## src/rtl/audio_dac_out_if.sv

```systemverilog
// rtl/audio_dac_out_if.sv - sample/mute/bitstream bundle between tone mixer and DAC output stage
// master: upstream mixer and board-level observer; slave: audio_dac_out.
interface audio_dac_out_if;
  logic [15:0] sample_in;
  logic        sample_valid_in;
  logic        mute_in;
  logic        dac_out;
  logic        muted_out;

  modport master (
    output sample_in,
    output sample_valid_in,
    output mute_in,
    input  dac_out,
    input  muted_out
  );

  modport slave (
    input  sample_in,
    input  sample_valid_in,
    input  mute_in,
    output dac_out,
    output muted_out
  );
endinterface

```

## src/rtl/audio_dac_out.sv

```systemverilog
// rtl/audio_dac_out.sv - mute-ramped sample latch feeding a first-order sigma-delta 1-bit DAC
// Optional AUDIO_DAC_DITHER_EN adds LFSR dither to the modulator input.
module audio_dac_out (
  input  logic            clk_in,
  input  logic            reset_n_in,
  audio_dac_out_if.slave  bus
);

  typedef enum logic [1:0] {
    MUTED     = 2'd0,
    RAMP_UP   = 2'd1,
    RUN       = 2'd2,
    RAMP_DOWN = 2'd3
  } state_t;

  state_t             state;
  state_t             state_next;
  logic [4:0]         gain;
  logic [4:0]         gain_next;
  logic [15:0]        held;
  logic [15:0]        held_next;
  logic signed [21:0] prod;
  logic [15:0]        acc;
  logic [15:0]        u;
  logic [15:0]        mod_in;
  logic [16:0]        s;
  logic               dac_q;
  logic               muted_q;

  // Gain only moves on a strobe, one step per strobe, clamped to 0..16.
  always_comb begin
    state_next = state;
    gain_next  = gain;
    if (bus.sample_valid_in) begin
      case (state)
        MUTED: begin
          if (!bus.mute_in) begin
            gain_next  = 5'd1;
            state_next = RAMP_UP;
          end
        end
        RAMP_UP: begin
          if (bus.mute_in) begin
            gain_next  = gain - 5'd1;
            state_next = (gain == 5'd1) ? MUTED : RAMP_DOWN;
          end else begin
            gain_next  = gain + 5'd1;
            state_next = (gain == 5'd15) ? RUN : RAMP_UP;
          end
        end
        RUN: begin
          if (bus.mute_in) begin
            gain_next  = 5'd15;
            state_next = RAMP_DOWN;
          end
        end
        RAMP_DOWN: begin
          if (!bus.mute_in) begin
            gain_next  = gain + 5'd1;
            state_next = (gain == 5'd15) ? RUN : RAMP_UP;
          end else begin
            gain_next  = gain - 5'd1;
            state_next = (gain == 5'd1) ? MUTED : RAMP_DOWN;
          end
        end
        default: begin
          gain_next  = 5'd0;
          state_next = MUTED;
        end
      endcase
    end
  end

  always_comb begin
    prod      = $signed(bus.sample_in) * $signed({1'b0, gain_next});
    held_next = 16'(prod >>> 4);
  end

  always_ff @(posedge clk_in or negedge reset_n_in) begin
    if (!reset_n_in) begin
      state   <= MUTED;
      gain    <= 5'd0;
      held    <= 16'd0;
      muted_q <= 1'b1;
    end else begin
      state   <= state_next;
      gain    <= gain_next;
      muted_q <= (state_next == MUTED);
      if (bus.sample_valid_in) begin
        held <= held_next;
      end
    end
  end

  // Offset binary: signed zero maps to midscale, so silence is a 50% bitstream.
  assign u = held ^ 16'h8000;

`ifdef AUDIO_DAC_DITHER_EN
  logic [15:0] lfsr;
  logic [16:0] dith_sum;

  always_ff @(posedge clk_in or negedge reset_n_in) begin
    if (!reset_n_in) begin
      lfsr <= 16'hACE1;
    end else begin
      lfsr <= {1'b0, lfsr[15:1]} ^ ({16{lfsr[0]}} & 16'hB400);
    end
  end

  assign dith_sum = {1'b0, u} + {13'd0, lfsr[3:0]};
  assign mod_in   = dith_sum[16] ? 16'hFFFF : dith_sum[15:0];
`else
  assign mod_in = u;
`endif

  assign s = {1'b0, acc} + {1'b0, mod_in};

  always_ff @(posedge clk_in or negedge reset_n_in) begin
    if (!reset_n_in) begin
      acc   <= 16'd0;
      dac_q <= 1'b0;
    end else begin
      acc   <= s[15:0];
      dac_q <= s[16];
    end
  end

  assign bus.dac_out   = dac_q;
  assign bus.muted_out = muted_q;

endmodule

```

## src/flat_wrapper.sv

```systemverilog
// flat-port wrapper written by rule: the top's interface ports become plain ports
module audio_dac_out_flat 
  (clk_in, reset_n_in, bus_sample_in, bus_sample_valid_in, bus_mute_in, bus_dac_out, bus_muted_out);
  audio_dac_out_if bus_i ();
  input  logic clk_in;
  input  logic reset_n_in;
  input wire logic [$bits(bus_i.sample_in)-1:0] bus_sample_in;
  input wire logic [$bits(bus_i.sample_valid_in)-1:0] bus_sample_valid_in;
  input wire logic [$bits(bus_i.mute_in)-1:0] bus_mute_in;
  output wire logic [$bits(bus_i.dac_out)-1:0] bus_dac_out;
  output wire logic [$bits(bus_i.muted_out)-1:0] bus_muted_out;
  assign bus_i.sample_in = bus_sample_in;
  assign bus_i.sample_valid_in = bus_sample_valid_in;
  assign bus_i.mute_in = bus_mute_in;
  assign bus_dac_out = bus_i.dac_out;
  assign bus_muted_out = bus_i.muted_out;
  audio_dac_out u_core (.clk_in(clk_in), .reset_n_in(reset_n_in), .bus(bus_i));
endmodule
```

## config.mk

```make
export PLATFORM = sky130hd
export DESIGN_NAME = audio_dac_out_flat
export DESIGN_NICKNAME = d
export VERILOG_FILES = /design/src/rtl/audio_dac_out_if.sv /design/src/rtl/audio_dac_out.sv /design/src/flat_wrapper.sv
export SDC_FILE = /design/constraint.sdc
export NUM_CORES = 1
export LEC_CHECK = 0
export CORE_UTILIZATION = 49
export DETAILED_ROUTE_END_ITERATION = 8
export GPL_ROUTABILITY_DRIVEN = 0
export GPL_TIMING_DRIVEN = 0
export PLACE_DENSITY_LB_ADDON = 0.25
export SETUP_SLACK_MARGIN = 0.02
export SYNTH_ARGS = -nofsm -noshare
export SYNTH_HDL_FRONTEND = slang
export SYNTH_SLANG_ARGS = --single-unit
```

## constraint.sdc

```tcl
create_clock -name clk_in -period 7.32 [get_ports clk_in]
set_clock_uncertainty 0.05 [all_clocks]
set_input_delay 0.732 -clock clk_in [delete_from_list [all_inputs] [get_ports clk_in]]
set_output_delay 0.732 -clock clk_in [all_outputs]
set_load 0.05 [all_outputs]
```

After elaboration in Yosys (flattened, before gate mapping):

Cells that the tools add are included.

* input bits: 20
* register bits after elaboration: 41
* logic and storage cells: 31

* eq/ne operators: 5
* multiplexer cells: 12
* add/subtract/negate cells: 3
* bitwise logic cells: 1
* reductions and logical operators: 3
* $mul: 1

Operator list (count)
* $mul 16x6->20: 1
* $mux 5: 4
* $add 16x16->17: 1
* $pmux 5 s3: 1
* $mux 2: 6
* $pmux 2 s3: 1
* $add 5x1->5 const B: 1
* $eq 5x1->1 const B: 1
* $eq 5x4->1 const B: 1
* $sub 5x1->5 const B: 1
* $eq 2x2->1 const B: 2
* $logic_not 2->1: 2
* $eq 2x1->1 const B: 1
* $reduce_or 2->1: 1
* $not 1->1: 1

Logic depth before layout (Yosys ltp):

Gate-level depths: netlist of the first run.

* depth after elaboration: 6
* gate-level depth with buffers: 22

Least setup slack after synthesis of the first run:

No wires, ideal clock.

* path kind: input-to-reg
* from: in bus_mute_in
* to: reg u_core.held[12]
* arrival time: 5.209 ns
* path buffers: 2
* required time: 7.139 ns
* stages: 19
* setup slack: 1.931 ns
* cell sequence: buf_4 mux2_2 nand3_1 o21ai_0 a21oi_1 clkbuf_1 and2_1 fa_1 fa_1 inv_1 fa_1 inv_1 ha_1 a21o_1 a21o_1 a2111oi_0 nor3_1 a221oi_1 nand3_1

* cells in the longest elaborated chain, start to end: 4
* elaborated cells on any way between the ends: 6
* classes of those cells: mul (1); mux (5)

RTL lines
* from (decl): line flat_wrapper.sv:9 `input wire logic [$bits(bus_i.mute_in)-1:0] bus_mute_in;`
* $mux 5, on equally long branches
* $pmux 5 s3 (*): line audio_dac_out.sv:35 `case (state)`
* $mux 5 (*): line audio_dac_out.sv:34 `if (bus.sample_valid_in) begin`
* via u_core.gain_next[2]: line audio_dac_out.sv:19 `logic [4:0] gain_next;`
* $mul 16x6->20 (*): line audio_dac_out.sv:75 `prod = $signed(bus.sample_in) * $signed({1'b0, gain_next});`
* to (signal assigned): line audio_dac_out.sv:90 `held <= held_next;`
* to (decl): line audio_dac_out.sv:20 `logic [15:0] held;`

Mark *: on every way through the listed nets, which the timed path passes. The rest lies on a longest branch.
A chain may end at the register's enable or synchronous reset.

Final worst setup path of the first run:

* from: in bus_mute_in
* to: reg u_core.held[15]

Same word-level chain as after synthesis.

==> results of run 1 <==
placed cells by master (no fill, tap or decap), drive strengths merged, types with 14 or more instances in the layout:
master	count
a21oi	31
nand2	27
fa	47
nand3	14
ha	53
xnor2	23
clkdlybuf4s50	20
and2	70
o21ai	18
inv	91
dfrtp	40
nor2	27
cell type report:
class / instances / area (sq um) / area share (%)
timing repair buffer: 22 / 225 / 4.07
sequential: 41 / 1030 / 18.5
multi-input combinational: 413 / 3600 / 65.0
inverter: 92 / 345 / 6.23
tap: 133 / 166 / 3.00
clock buffer: 6 / 72.6 / 1.31
buffer: 14 / 68.8 / 1.24
clock inverter: 2 / 35.0 / 0.632
worst register-to-register path, cell delays in order (launching register included):
cell	delay, ns
dfrtp_1	0.48
inv_1	0.07
ha_1	0.21
mux2_2	0.28
nand3_1	0.08
o21ai_0	0.08
a21oi_1	0.67
clkbuf_1	0.46
nand2_1	0.15
fa_1	0.58
fa_1	0.45
fa_1	0.55
inv_1	0.05
ha_1	0.36
a211oi_1	0.29
o21ai_0	0.21
a211oi_1	0.46
o31ai_1	0.16
a21o_1	0.21
nor3_1	0.22
o31ai_2	0.07
state kept, by name, summed over array words and instances, names as in the netlist:
name / cells
u_core.bus.dac_out: 1
u_core.acc: 16
u_core.held: 16
u_core.bus.muted_out: 1
u_core.gain: 5
u_core.state: 2
cells by family after synthesis:
kind of cell / after synthesis / synth area share (%)
buffers and inverters: 106 / 8.22
flip-flops: 41 / 20.4
XOR/XNOR: 25 / 4.34
multiplexers: 9 / 1.99
AO/OA/AOI/OAI: 106 / 14.5
adder cells (fa/ha/maj): 100 / 31.8
AND/OR/NAND/NOR: 173 / 18.7
through the flow:
| stage | setup WS [ns] | utilization (%) | hold WS, ns | instances | cell area (sq um) |
|---|---|---|---|---|---|
| after floorplan | 1.93 | - | 0.386 | 560 | 5040 |
| after global placement | 0.364 | 54.9 | 0.415 | 714 | 5420 |
| after detailed placement | 0.289 | 55.1 | 0.421 | 715 | 5430 |
| after CTS | 0.588 | 56.2 | 0.349 | 723 | 5540 |
| after global routing | 0.121 | 56.2 | 0.350 | 723 | 5540 |
| final | 0.538 | 56.2 | 0.357 | 723 | 5540 |
routing by layer:
metal / vias up / GRT usage (%) / routed length (um)
met2: 55 / 35.0 / 4680
met3: 12 / 2.15 / 227
met5: - / 0 / 0
met4: 0 / 4.44 / 128
met1: 1779 / 28.6 / 4790
li1: 1911 / - / -
worst min-delay path by stage:
stage,startpoint,to,slack [ns],cells past startpoint
2_1_floorplan,reset_n_in,u_core.acc[0],0.39,0
5_1_grt,reset_n_in,u_core.bus.muted_out,0.35,1
3_3_place_gp,u_core.acc[0],u_core.acc[0],0.42,1
6_report,reset_n_in,u_core.bus.muted_out,0.36,1
4_1_cts,reset_n_in,u_core.bus.muted_out,0.35,1
3_5_place_dp,u_core.acc[0],u_core.acc[0],0.42,1
==> impl_metrics.json, run 1 <==
{
  "arrival_ns": 6.88,
  "rsz0062_at_grt": "false",
  "ys_top_cells_by_area": "dfrtp_1, fa_1, ha_1, and2_1, inv_1",
  "grt_max_degree": 41,
  "status": "finished clean",
  "critPathRequiredTime_ns": 7.42,
  "synth.distinct_cells": 63,
  "start_util_pct": 51.1,
  "drv_slew": 0,
  "post_cts_resize_count": 0,
  "mappedNetlistArea_sq_um": 5040,
  "root_buffer": "clkbuf_8",
  "max_cap_violations": 0,
  "crit_family": "compound AO/OA/AOI/OAI gates",
  "ctsHoldBuffers": 0,
  "cp-end-kind": "flop",
  "fill_cells": 893,
  "r2r-start": "u_core.gain[0]",
  "slowest_stage": "a21oi_1",
  "clock_sinks": 41,
  "fin_crit_sh_pct": 92.6,
  "worst-path-buf-inv": 4,
  "area_growth_pct": 9.90,
  "synth_flop_cell": "dfrtp_1",
  "grt_antenna_before_repair": 0,
  "io_buffers": 21,
  "r2r.worst_path.cells": 20,
  "path_cells": "clkdlybuf4s50_1 -> buf_4 -> mux2_2 -> nand3_1 -> o21ai_0 -> a21oi_1 -> clkbuf_1 -> nand2_1 -> fa_1 -> fa_1 -> fa_1 -> inv_1 -> ha_1 -> a211oi_1 -> o21ai_0 -> a211oi_1 -> o31ai_1 -> a21o_1 -> nor3_1 -> o31ai_2",
  "synth_edf_count": 0,
  "yosysWarnings": 0,
  "cts_buffers": 5,
  "synth-seq-area-share_pct": 20.4,
  "synth_most_common_cell": "inv_1",
  "grt_pass1_vias": 3710,
  "hold_path.class": "primary input to asynchronous set/reset pin",
  "diodes": 0,
  "post-cts-setup-buffers": 0,
  "ys_ff_latch": 41,
  "die_h_um": 103,
  "h-tree-depth": 2,
  "insertion_delay_ns": 0.29,
  "r2r_slack_ns": 1.05,
  "min_period_ns": 6.78,
  "path_clk_slew_ns": 0.08,
  "cp-start-kind": "primary input",
  "slew_headroom_pct": 45.1,
  "vias_per_cell": 5.20,
  "hold_viol": 0,
  "layout-drive-gt1-share_pct": 6.95,
  "setup_viol": 0,
  "yosys-top-cells-count": "inv_1, and2_1, ha_1",
  "async_flop_share_pct": 100,
  "max-clock-path-buffers": 2,
  "cp-endpoint": "u_core.held[15]",
  "cts_tree": "yes",
  "worstMarginPinSlew_ns": 0.823,
  "synth_nets": 680,
  "crit_fanout": 10,
  "ioPinCount": 22,
  "drtPass1Iterations": 5,
  "postRouteWirelength_um": 9830,
  "synth.top_cell.area_share_pct": 19.9,
  "startpoint": "bus_mute_in",
  "critPathMostFrequentCell": "fa_1",
  "die_w_um": 103,
  "route.vias.total": 3757,
  "grt_usage_pct": 20.6,
  "dr.first_iter.drc_count": 118,
  "syn_inst": 560,
  "final.setup.tns_ns": 0,
  "core_sq_um": 9860,
  "path_depth": 20,
  "grt_pass1_wl_um": 17300,
  "yosysTopAreaCell": "dfrtp_1",
  "max_clock_freq_mhz": 147,
  "rows": 36,
  "ant_nets": 0,
  "nets": 709,
  "drc_errors": 0,
  "avgSynthCellArea_sq_um": 9.00,
  "grt_overflow_total": 0,
  "dp_hpwl_um": 8140,
  "path_class": "primary input to flop",
  "avgRoutedWirePerCell_um": 13.6,
  "rr_endpoint": "u_core.held[15]",
  "crit_path_max_incr_delay_ns": 0.67,
  "die_area_sq_um": 10700
}
Power of run 1 is not shown: default switching activity piles up to over one toggle a cycle in this logic, so the estimate is an artifact.
==> inputs of run 2 (changes only) <==
ABC_CLOCK_PERIOD_IN_PS = 7320   (was unset)
SLEW_MARGIN = 10   (was unset)
==> impl_metrics.json, run 2 (synthesis gave the netlist of run 1 again) <==
{
  "status": "finished clean",
  "max_clock_freq_mhz": 146,
  "worstMarginPinSlew_ns": 0.799,
  "core_sq_um": 9860,
  "fin_crit_sh_pct": 93.5,
  "die_area_sq_um": 10700,
  "drtPass1Iterations": 4,
  "start_util_pct": 51.1,
  "crit_fanout": 10,
  "clock_sinks": 41,
  "drc_errors": 0,
  "dp_hpwl_um": 8200,
  "path_clk_slew_ns": 0.08,
  "grt_max_degree": 34,
  "r2r-start": "u_core.gain[0]",
  "diodes": 0,
  "final.setup.tns_ns": 0,
  "rows": 36,
  "cp-start-kind": "primary input",
  "final_common_cell": "inv_1",
  "layout-drive-gt1-share_pct": 6.95,
  "postRouteWirelength_um": 9860,
  "drv_slew": 0,
  "root_buffer": "clkbuf_8",
  "ant_nets": 0,
  "dr.first_iter.drc_count": 114,
  "arrival_ns": 6.94,
  "grt_pass1_wl_um": 16900,
  "post-cts-setup-buffers": 0,
  "avgRoutedWirePerCell_um": 13.6,
  "cts_buffers": 5,
  "nets": 709,
  "grt_usage_pct": 20.3,
  "ctsHoldBuffers": 0,
  "layout_top_registers": "u_core.acc x16, u_core.held x16, u_core.gain x5",
  "h-tree-depth": 2,
  "hold_path.class": "primary input to asynchronous set/reset pin",
  "grt_pass1_vias": 3669,
  "die_h_um": 103,
  "die_w_um": 103,
  "grt_overflow_total": 0,
  "max-clock-path-buffers": 2,
  "cp-end-kind": "flop",
  "area_growth_pct": 9.90,
  "setup_viol": 0,
  "hold_viol": 0,
  "route.vias.total": 3808,
  "mostFrequentLayoutCells": "inv_1, and2_1, ha_1, fa_1, dfrtp_1",
  "critPathRequiredTime_ns": 7.42,
  "grt_antenna_before_repair": 0,
  "rsz0062_at_grt": "false",
  "max_cap_violations": 0,
  "min_period_ns": 6.85,
  "ioPinCount": 22,
  "path_class": "primary input to flop",
  "cts_tree": "yes",
  "startpoint": "bus_mute_in",
  "insertion_delay_ns": 0.28,
  "vias_per_cell": 5.27,
  "slew_headroom_pct": 46.8,
  "io_buffers": 21,
  "post_cts_resize_count": 0
}
[run 2: cell counts in the layout (fill, tap and decap cells not counted)]
No cell type changed its count.
[run 2: path summary, 6_finish.rpt]
path,to,slack (ns),depth (start not counted)
worst max-delay path,u_core.held[15],0.47,20
worst min-delay path,u_core.state[0],0.25,1
worst max register to register,u_core.held[15],1.00,20
worst min register to register,u_core.acc[0],0.44,1
max in group asynchronous,u_core.held[15],6.51,2
min in group clk_in,u_core.acc[0],0.44,1
[run 2: cell type report]
cell class	instances	area (sq um)
fillers	877	4320
multi-input cells	413	3600
flip-flops and latches	41	1030
inverters	92	345
repair buffers	22	225
well taps	133	166
clock buffers	6	72.6
plain buffers	14	68.8
clock inverters	2	35.0
[run 2: worst max-delay path, stage by stage]
cell and delay, ns:
clkdlybuf4s50_1 0.56, buf_4 0.20, mux2_2 0.36, nand3_1 0.08, o21ai_0 0.08, a21oi_1 0.65
clkbuf_1 0.46, nand2_1 0.15, fa_1 0.58, fa_1 0.46, fa_1 0.56, inv_1 0.05
ha_1 0.36, a211oi_1 0.33, o21ai_0 0.22, a211oi_1 0.46, o31ai_1 0.16, a21o_1 0.21
nor3_1 0.22, o31ai_2 0.07
[run 2: through the flow]
stage	hold slack, ns	instance area (sq um)	utilization, %	cells	worst slack, ns
4_1_cts	0.246	5540	56.2	723	0.530
2_1_floorplan	0.386	5040	-	560	1.93
6_report	0.252	5540	56.2	723	0.473
3_3_place_gp	0.415	5420	54.9	714	0.364
5_1_grt	0.245	5540	56.2	723	0.115
3_5_place_dp	0.421	5430	55.1	715	0.231
[run 2: per-layer routing]
layer / vias up / track usage (%) / part of all wire, %
li1: 1910 / - / -
met4: 0 / 4.23 / 1.0
met3: 8 / 1.95 / 2.5
met5: - / 0 / 0
met2: 62 / 34.2 / 48
met1: 1828 / 28.4 / 49
Power of run 2 is left out for the same reason.
==> RTL change 1: new RTL, settings of run 2 <==
Build with the macro `AUDIO_DAC_DITHER_EN` defined.
--- a/src/rtl/audio_dac_out.sv
+++ b/src/rtl/audio_dac_out.sv
@@ -1,5 +1,7 @@
 // rtl/audio_dac_out.sv - mute-ramped sample latch feeding a first-order sigma-delta 1-bit DAC
 // Optional AUDIO_DAC_DITHER_EN adds LFSR dither to the modulator input.
+`define AUDIO_DAC_DITHER_EN
+
 module audio_dac_out (
   input  logic            clk_in,
   input  logic            reset_n_in,
Formal check against the unedited RTL: not equivalent (a bounded check fails within 4 cycles, from zero or initial values and one cycle with reset_n_in low).
==> RTL change 1 against run 2 <==
  * Setup slack better by 0.045 ns
  * Wire length up 26%
  * The run now ends with design-rule violations left
  * Sequential cell count up 16
  * Register-to-register slack better by 0.12 ns
  * Cell count up 16%
  * Area after synthesis up 17%
  * Synthesized cell count up 18%
  * Final area up 19%
  * Maximum frequency up 0.66%
  * Critical path type unchanged
  * Non-clock buffer count up 1
  * Via count up 20%
Power is not shown: default switching activity piles up to over one toggle a cycle in this logic, so the estimate is an artifact.
==> RTL change 1: results (changes against run 2) <==
synth_cell_types: 54  # was 63
drc: 1  # was 0
dr.pass1.iters: 7  # was 4
finalNonFillerCells: 839  # was 723
met2_usage_pct: 38.5  # was 34.2%
slew_headroom_pct: 50.0  # was 46.8%
violations: "design-rule violations"
synth_common_cells: "95 x inv_1, 70 x and2_1, 57 x ha_1, 54 x nand2_1"  # was 91 x inv_1, 70 x and2_1, 53 x ha_1, 47 x fa_1, 40 x dfrtp_1
crit_slowest_cell: "o311ai_1"  # was a21oi_1
synth.net_count: 784  # was 680
n_antenna_cell: 0  # unchanged
status: "finished, violations left"  # was complete, no violations
met1_length_mm: 5.72  # was 4.81 mm
synth_mux_area_share_pct: 2.04  # was 1.99%
synthCells: 659  # was 560
cts-htree-levels: 3  # was 2
place_inst: 823  # was 715
fillCellCount: 1041  # was 877
insertion_delay_ns: 0.33  # was 0.28 ns
wl_met3_um: 461  # was 244 um
r2r_end: "u_core.held[13]"  # was u_core.held[15]
synth-async-reset-ratio_pct: 100  # unchanged
routed_wl_mm: 12.4  # was 9.86 mm
synth-xor-area-share_pct: 5.79  # was 4.34%
drt_iter0_drc: 331  # was 114
ys_top_cells_by_area: "dfrtp_1 20%, fa_1 16%, ha_1 12%"  # was dfrtp_1 20%, fa_1 19%, ha_1 13%
synth_compound_area_share_pct: 11.8  # was 14.5%
cts_made_buffers: 9  # was 5
detailed_place_hpwl_mm: 9.59  # was 8.20 mm
grt_pass1_wl_mm: 22.2  # was 16.9 mm
place_area_mm2: 0.00628  # was 0.00543 mm2
use_met3_pct: 3.16  # was 1.95%
clk_pin_slew_ns: 0.05  # was 0.08 ns
cp_slowest_stage_delay_ns: 0.58  # was 0.65 ns
grtUsageMet1_pct: 28.7  # was 28.4%
synth_fa_ha_area_share_pct: 28.4  # was 31.8%
wl_met2_mm: 6.05  # was 4.70 mm
r2r_setup_slack_ns: 1.12  # was 1.00 ns
arrival_ns: 6.97  # was 6.94 ns
grt_pass1_vias: 4919  # was 3669
dpl_worst_slack_ns: 0.319  # was 0.231 ns
[RTL change 1: worst max path at each step]
stage               cells after the start               to           startpoint
floorplan                              18  u_core.held[13]  bus_sample_valid_in
global placement                       19  u_core.held[13]  bus_sample_valid_in
detailed placement                     20  u_core.held[13]  bus_sample_valid_in
CTS                                    20  u_core.held[13]  bus_sample_valid_in
global route                           22  u_core.held[13]  bus_sample_valid_in
finish                                 20  u_core.held[13]  bus_sample_valid_in
[RTL change 1: layout make-up]
| class | count | area [um2] | share of cell area (%) |
|---|---|---|---|
| Buffer | 16 | 78.8 | 1.19 |
| Clock buffer | 11 | 233 | 3.52 |
| Clock inverter | 5 | 104 | 1.57 |
| Inverter | 95 | 357 | 5.39 |
| Multi-Input combinational cell | 491 | 4030 | 60.9 |
| Sequential cell | 57 | 1440 | 21.7 |
| Tap cell | 143 | 179 | 2.70 |
| Timing Repair Buffer | 21 | 203 | 3.06 |
==> RTL change 2: new RTL, config.mk and constraints of run 2 <==
Made on the original files. Re-encode `state_t` (4 states) as one-hot, 4 bits wide.
--- a/src/rtl/audio_dac_out.sv
+++ b/src/rtl/audio_dac_out.sv
@@ -6,11 +6,11 @@
   audio_dac_out_if.slave  bus
 );
 
-  typedef enum logic [1:0] {
-    MUTED     = 2'd0,
-    RAMP_UP   = 2'd1,
-    RUN       = 2'd2,
-    RAMP_DOWN = 2'd3
+  typedef enum logic [3:0] {
+    MUTED     = 4'b0001,
+    RAMP_UP   = 4'b0010,
+    RUN       = 4'b0100,
+    RAMP_DOWN = 4'b1000
   } state_t;
 
   state_t             state;
Behaviour: no difference found for any inputs over 4 cycles, from zero or initial values and one cycle with reset_n_in low; so few cycles prove little.
==> RTL change 2 against run 2 <==
  * Register-to-register slack worse by 0.53 ns
  * Area after synthesis up 4.4%
  * Wire length up 7.3%
  * Final area up 4.2%
  * Setup slack worse by 0.12 ns
  * Worst hold slack worse by 0.027 ns
  * Largest cell class unchanged
  * Critical path depth up 4
  * Sequential cell count up 2
  * Utilization down 0.52 points
==> RTL change 2: results (changes against run 2) <==
status: "complete, no violations"  # unchanged
final_nets: 722  # was 709
grt_pass1_wl_mm: 18.8  # was 16.9 mm
synth_common_cells: "96 x inv_1, 53 x ha_1, 47 x fa_1, 41 x dfrtp_1, 38 x and2_1"  # was 91 x inv_1, 70 x and2_1, 53 x ha_1, 47 x fa_1, 40 x dfrtp_1
antenna_found_initial: 0  # unchanged
vias_per_cell: 5.34  # was 5.27
fillCellCount: 960  # was 877
clock-root-buffer: "clkbuf_8"  # unchanged
crit_slowest_cell: "clkdlybuf4s50_1"  # was a21oi_1
worst_path_dominant_cell_family: "compound AO/OA/AOI/OAI gates"  # unchanged
wire_per_inst_um: 14.3  # was 13.6 um
cts-htree-levels: 2  # unchanged
grt_pass1_vias: 4055  # was 3669
synth.net_count: 694  # was 680
grt_max_degree: 35  # was 34
r2r_end: "u_core.held[15]"  # unchanged
place_inst: 731  # was 715
synth-async-reset-ratio_pct: 100  # unchanged
final_layout_size_suffix_gt1_share_pct: 7.13  # was 6.95%
finalNonFillerCells: 739  # was 723
drt_iter0_drc: 157  # was 114
ir_drop_uv: 151
cp_slowest_stage_delay_ns: 0.60  # was 0.65 ns
slew_headroom_pct: 58.7  # was 46.8%
insertion_delay_ns: 0.31  # was 0.28 ns
p_leak_nw: 2.83
cp_max_fo: 10  # unchanged
portBuffers: 20  # was 21
yosysSeqAreaShare_pct: 20.5  # was 20.4%
arrival_ns: 7.16  # was 6.94 ns
gr-usage-all-layers_pct: 21.0  # was 20.3%
syn-mean-instance-area_um2: 9.17  # was 9.00 um2
clk_pin_slew_ns: 0.09
ys_top_cells_by_area: "dfrtp_1 19%, fa_1 18%, ha_1 13%"  # was dfrtp_1 20%, fa_1 19%, ha_1 13%
cts_made_buffers: 5  # unchanged
r2r_setup_slack_ns: 0.47  # was 1.00 ns
n_antenna_cell: 0  # unchanged
synth_cell_types: 73  # was 63
rr_worst_depth: 23  # was 20
cts_setup_buffers: 0  # unchanged
rr_startpoint: "u_core.state[1]"  # was u_core.gain[0]
detailed_place_hpwl_mm: 8.72  # was 8.20 mm
largestRegisters: "u_core.acc: 16 flops, u_core.held: 16 flops, u_core.gain: 5 flops"  # unchanged
-- RTL change 2: how the worst max path moves through the flow --
stage,start,end,slack [ns],cells past startpoint
finish,bus_mute_in,u_core.held[15],0.36,24
CTS,bus_mute_in,u_core.held[15],0.19,24
detailed placement,bus_mute_in,u_core.held[15],-0.31,24
global placement,bus_mute_in,u_core.held[15],-0.16,24
global route,bus_mute_in,u_core.held[15],0.02,24
floorplan,u_core.state[0],u_core.held[12],1.36,20
-- RTL change 2: timing repair --
action / in CTS / in global routing
endpoints found under the setup margin: 1 / 2
gates cloned: 0 / 0
gates resized for setup: 1 / 2
-- RTL change 2: layout make-up --
type	instances	share of cell area [%]
buffer	18	1.56
clock buffer	5	1.19
clock inverter	3	0.759
inverter	96	6.24
multi-input combinational	417	64.9
sequential	43	18.7
tap	136	2.95
timing repair buffer	21	3.73
-- RTL change 2: cells by family after synthesis --
group,after synthesis,synth area share [%]
adder cells (fa/ha/maj),100,30.5
buffers and inverters,114,8.53
AND/OR/NAND/NOR,180,19.2
multiplexers,12,2.50
XOR/XNOR,35,6.08
AO/OA/AOI/OAI,90,12.7
flip-flops,43,20.5
-- RTL change 2: metrics by stage --
step	hold WS (ns)	cell area (um2)	setup WS (ns)
floorplan	0.386	5270	1.36
global placement	0.413	5640	-0.163
detailed placement	0.421	5650	-0.308
CTS	0.225	5770	0.187
global route	0.227	5770	0.0224
finish	0.225	5770	0.357
-- RTL change 2: report_power, final --
part	leakage [nW]	internal [mW]	total, mW	switching, mW
combinational	2.23	0.478	1.09	0.617
sequential	0.537	0.353	0.408	0.0549
clock	0.0581	0.102	0.189	0.0877
-- RTL change 2: routing by layer --
metal / global-route usage, % / part of all wire, % / vias to the layer above
li1: - / - / 1967
met1: 27.5 / 48 / 1909
met2: 36.1 / 48 / 58
met3: 2.78 / 2.4 / 12
met4: 6.55 / 2.0 / 0
met5: 0 / 0 / -
-- RTL change 2: worst reg2reg max path: cells and delay by family, from the launching register on --
family	cells	cell delay, ns
AOI/OAI and AO/OA	8	1.99
xor gates and xnor gates	1	0.31
adders and majority gates	4	1.51
buffers and inverters	3	0.56
DFF	1	0.37
and+or+nand+nor	7	2.00
